$ cat config.mk
export PLATFORM = sky130hd
export DESIGN_NAME = gcd_arbiter
export DESIGN_NICKNAME = d
export VERILOG_FILES = /design/src/rtl/gcd_arbiter.sv
export SDC_FILE = /design/constraint.sdc
export NUM_CORES = 1
export LEC_CHECK = 0
export ABC_AREA = 1
export CAP_MARGIN = 20
export CORE_UTILIZATION = 41
export CTS_CLUSTER_SIZE = 20
export DETAILED_ROUTE_END_ITERATION = 10
export PLACE_DENSITY = 0.86
export SLEW_MARGIN = 10
export SYNTH_ARGS = -nofsm -noshare
export SYNTH_HDL_FRONTEND = slang
export SYNTH_SLANG_ARGS = --single-unit
$ cat constraint.sdc
create_clock -name clk -period 5.9 [get_ports clk]
set_input_delay 1.77 -clock clk [delete_from_list [all_inputs] [get_ports clk]]
set_output_delay 1.77 -clock clk [all_outputs]
set_load 0.02 [all_outputs]
$ cat src/rtl/gcd_arbiter.sv
// ============================================================================
//  Module      : gcd_arbiter
//  Description : Round-robin front end that shares one GCD core between N
//                requesters; zero operands are answered locally.
//  Revision    : 1.0 - initial release
// ============================================================================
`default_nettype none

module gcd_arbiter #(
    parameter int N = 4,
    parameter int W = 8
) (
    input  logic           clk,
    input  logic           nrst,
    input  logic [N-1:0]   req,
    input  logic [N*W-1:0] a_in,
    input  logic [N*W-1:0] b_in,
    output logic [N-1:0]   done,
    output logic [W-1:0]   result,
    output logic           busy,
    output logic           core_start,
    output logic [W-1:0]   core_a,
    output logic [W-1:0]   core_b,
    input  logic           core_ready,
    input  logic [W-1:0]   core_out
);

    localparam int IW = (N > 1) ? $clog2(N) : 1;

    localparam logic [2:0] S_IDLE      = 3'd0;
    localparam logic [2:0] S_ISSUE     = 3'd1;
    localparam logic [2:0] S_WAIT_LOW  = 3'd2;
    localparam logic [2:0] S_WAIT_DONE = 3'd3;
    localparam logic [2:0] S_RESP      = 3'd4;

    logic [2:0]    r_state;
    logic [IW-1:0] r_ptr;
    logic [IW-1:0] r_gidx;
    logic [W-1:0]  r_opa;
    logic [W-1:0]  r_opb;
    logic [W-1:0]  r_result;

    logic          w_gnt_valid;
    logic [IW-1:0] w_gnt_idx;
    logic [W-1:0]  w_sel_a;
    logic [W-1:0]  w_sel_b;

    // Scan from ptr+N down to ptr+1 so the candidate nearest ptr+1 is written last.
    always_comb begin
        int            idx_int;
        logic [IW-1:0] idx;
        w_gnt_valid = 1'b0;
        w_gnt_idx   = '0;
        idx_int     = 0;
        idx         = '0;
        for (int k = N; k >= 1; k--) begin
            idx_int = (int'(r_ptr) + k) % N;
            idx     = idx_int[IW-1:0];
            if (req[idx]) begin
                w_gnt_valid = 1'b1;
                w_gnt_idx   = idx;
            end
        end
    end

    assign w_sel_a = a_in[w_gnt_idx*W +: W];
    assign w_sel_b = b_in[w_gnt_idx*W +: W];

    always_ff @(posedge clk or negedge nrst) begin
        if (!nrst) begin
            r_state  <= S_IDLE;
            r_ptr    <= IW'(N-1);
            r_gidx   <= '0;
            r_opa    <= '0;
            r_opb    <= '0;
            r_result <= '0;
        end else begin
            case (r_state)
                S_IDLE: begin
                    if (w_gnt_valid) begin
                        r_gidx <= w_gnt_idx;
                        r_ptr  <= w_gnt_idx;
                        r_opa  <= w_sel_a;
                        r_opb  <= w_sel_b;
                        // The core never terminates on a zero operand; gcd(0,x)=x.
                        if (w_sel_a == '0 || w_sel_b == '0) begin
                            r_result <= w_sel_a | w_sel_b;
                            r_state  <= S_RESP;
                        end else begin
                            r_state  <= S_ISSUE;
                        end
                    end
                end
                S_ISSUE: begin
                    r_state <= S_WAIT_LOW;
                end
                S_WAIT_LOW: begin
                    if (!core_ready) begin
                        r_state <= S_WAIT_DONE;
                    end
                end
                S_WAIT_DONE: begin
                    if (core_ready) begin
                        r_result <= core_out;
                        r_state  <= S_RESP;
                    end
                end
                S_RESP: begin
                    r_state <= S_IDLE;
                end
                default: begin
                    r_state <= S_IDLE;
                end
            endcase
        end
    end

    always_comb begin
        done = '0;
        if (r_state == S_RESP) begin
            done[r_gidx] = 1'b1;
        end
    end

    assign result     = r_result;
    assign busy       = (r_state != S_IDLE);
    assign core_start = (r_state == S_ISSUE);
    assign core_a     = r_opa;
    assign core_b     = r_opb;

endmodule

`default_nettype wire

==> results_dict.tcl <==
set metrics [dict create \
    p_seq_share_pct 17.9 \
    synth.yosys.seq_area_share_pct 35.2 \
    crit_chain "clkdlybuf4s50_1, inv_1, nand2_1, nand3_1, nand2_1, inv_1, nand2_2, nand2_2, nand2_4, nand2_4, nand2_1, nand3_1, nand2_1, nand2_1, nor2_1, nand2_1, nand2_1, nand2_2, nand2_4, nand2_4, nand2_1, nand2_1" \
    hold_viol_final 0 \
    arrival_ps 4490 \
    ys_ff_latch 31 \
    grt_pass1_wl_mm 11.2 \
    antenna_found_initial 0 \
    powerDensity_nw_per_um2 695 \
    syn_avg_cell_area_um2 6.61 \
    max_cap_violations 0 \
    leakage_nw 1.60 \
    worst_path_largest_cell_delay_ps 500 \
    dp_worst_setup_slack_ps 1290 \
    setup_tns_ps 0 \
    post_cts_buffers 0 \
    grt_pass1_vias 2565 \
    swShare_pct 53.8 \
    yosys_most_used_dff "dfrtp_1" \
    synth_largest_area_cell "dfrtp_1" \
    dr_total_vias 2705 \
    drc 0 \
    setup_slack_ps 1580 \
    clockBufferDepth 2 \
    maxSlewViolCount 0 \
    critPathMostFrequentCell "nand2_1" \
    synth.net_count 413 \
    die_x_um 75.4 \
    post-route-min-period_ps 4320 \
    place_hpwl_mm 5.39 \
    min_path_type "reg2reg" \
    start_util_pct 43.0 \
    synthDominantCellAreaShare_pct 32.9 \
    cts_made_buffers 5 \
    io_buffers 108 \
    synth_cell_types 21 \
    grt_setup_unrepaired "false" \
    cp_max_fo 34 \
    layout.nets 512 \
    first_pass_iters 5 \
    whs_ps 477 \
    viasPerCell 5.37 \
    fin_crit_sh_pct 73.2 \
    ios 109 \
    rows 26 \
    grt_max_degree 35 \
    setup_viol 0 \
    pwr-share-comb_pct 72.8 \
    postCtsHoldBufs 0 \
    fmax_ghz 0.232 \
    synth_cells 334 \
    insertion_delay_ps 290 \
    synth.area.top_cells "dfrtp_1 33%, nand2_1 21%, nand3_1 18%" \
    switching_power_mw 1.27 \
    tritoncts "built" \
    clkPwrFrac_pct 9.3 \
    finalWirelength_mm 7.00 \
    routabilityCongestion 0.861 \
    tightest_slew_ps 1030 \
    syn_to_final_growth_pct 54.0 \
    ys.warnings.count 0 \
    initialDrtViolationCount 216 \
    cp.required_ps 6070 \
    cp-end-kind "flip-flop" \
    p_int_mw 1.09 \
    detail-route-antenna-nets 0 \
    cts_root_buf "clkbuf_8" \
    drive_gt1_share_pct 6.45 \
    synth_most_common_cell "nand2_1" \
    path_class "in2reg" \
    finClkSkew_ps 7.12 \
    die-area_um2 5680 \
    slew_headroom_pct 30.7 \
    wl_per_cell_um 13.9 \
    core-area_um2 5140 \
    grt_overflow_total 0 \
    clk_pin_slew_ps 60 \
    synth_common_cells "121 x nand2_1, 78 x nand3_1, 29 x dfrtp_1" \
    outcome "complete, no violations" \
    fillers 475 \
    cts_resized 0 \
    die_h_um 75.4 \
    synth_edf_count 0 \
    track_usage_pct 25.9 \
    p_total_mw 2.36 \
    worst_setup_path_start_kind "input port" \
    fin_util_pct 66.2 \
    clock_sinks 31 \
    synthArstFlopShare_pct 100 \
    synth_area_um2 2210 \
    h-tree-depth 2 \
    antenna_cells 0 \
    cpMaxStageDelayCell "clkdlybuf4s50_1" \
    ir_drop_mv 0.365 \
]
==> metrics by stage <==
stage                     cells  instance area (um2)
after floorplan             334                 2210
after global placement      496                 3280
after detailed placement    496                 3280
after CTS                   504                 3400
after global routing        504                 3400
final                       504                 3400
==> area by class of cell <==
type,instances,area [um2],share of cell area (%)
Clock inverter,2,35.0,1.03
Multi-Input combinational cell,267,1250,36.9
Sequential cell,31,778,22.9
Timing Repair Buffer,109,1090,32.0
Inverter,19,73.8,2.17
Clock buffer,6,82.6,2.43
Tap cell,70,87.6,2.58
==> per-layer routing <==
layer / vias to the layer above / GRT usage (%) / wire (um)
li1: 1300 / - / -
met2: 123 / 44.2 / 3460
met5: - / 0 / 0
met4: 0 / 10.5 / 199
met3: 21 / 4.50 / 399
met1: 1261 / 32.7 / 2940
==> critical path, delay by kind of cell <==
| family | cells | cell delay (ps) |
|---|---|---|
| simple gates | 19 | 2100 |
| buf+inv | 3 | 600 |
==> cell families after synthesis <==
kind of cell | synth area share, %
AO/OA/AOI/OAI | 10.1
flip-flops | 35.2
buffers and inverters | 8.16
AND/OR/NAND/NOR | 46.5
==> sequential cells by signal (all words and copies together), names as in the netlist <==
| signal | count |
|---|---|
| r_gidx | 2 |
| r_ptr | 2 |
| core_b | 8 |
| r_state | 3 |
| result | 8 |
| core_a | 8 |
==> power groups by stage <==
stage / clock (mW) / sequential (mW) / combinational [mW]
global placement: 0 / 0.423 / 1.66
detailed placement: 0 / 0.422 / 1.72
CTS: 0.221 / 0.421 / 1.72
floorplan: 0 / 0.492 / 1.21
global route: 0.231 / 0.435 / 1.94
finish: 0.220 / 0.423 / 1.72
==> final timing paths <==
| kind | from | end | depth (start not counted) | slack (ps) |
|---|---|---|---|---|
| max | req[3] | result[7] | 22 | 1580 |
| min | result[5] | result[5] | 2 | 480 |
| max reg2reg | r_ptr[0] | result[7] | 21 | 2820 |
| min reg2reg | result[5] | result[5] | 2 | 480 |
| max in group asynchronous | nrst | r_ptr[1] | 2 | 3690 |
| min in group asynchronous | nrst | r_gidx[1] | 2 | 1880 |
==> cells in the final DEF, fill, tap and decap left out <==
cell,n
a21o_1,8
a21oi_1,8
buf_4,1
bufinv_16,1
clkbuf_8,6
clkdlybuf4s50_1,108
clkinv_2,1
dfrtp_1,29
dfstp_2,2
inv_1,16
inv_2,2
inv_4,1
nand2_1,121
nand2_2,6
nand2_4,4
nand3_1,78
nand3_4,1
nor2_1,7
nor3_1,8
nor3_2,2
o21ai_0,23
o21ai_2,1
Power figures use the tool's default switching activity.
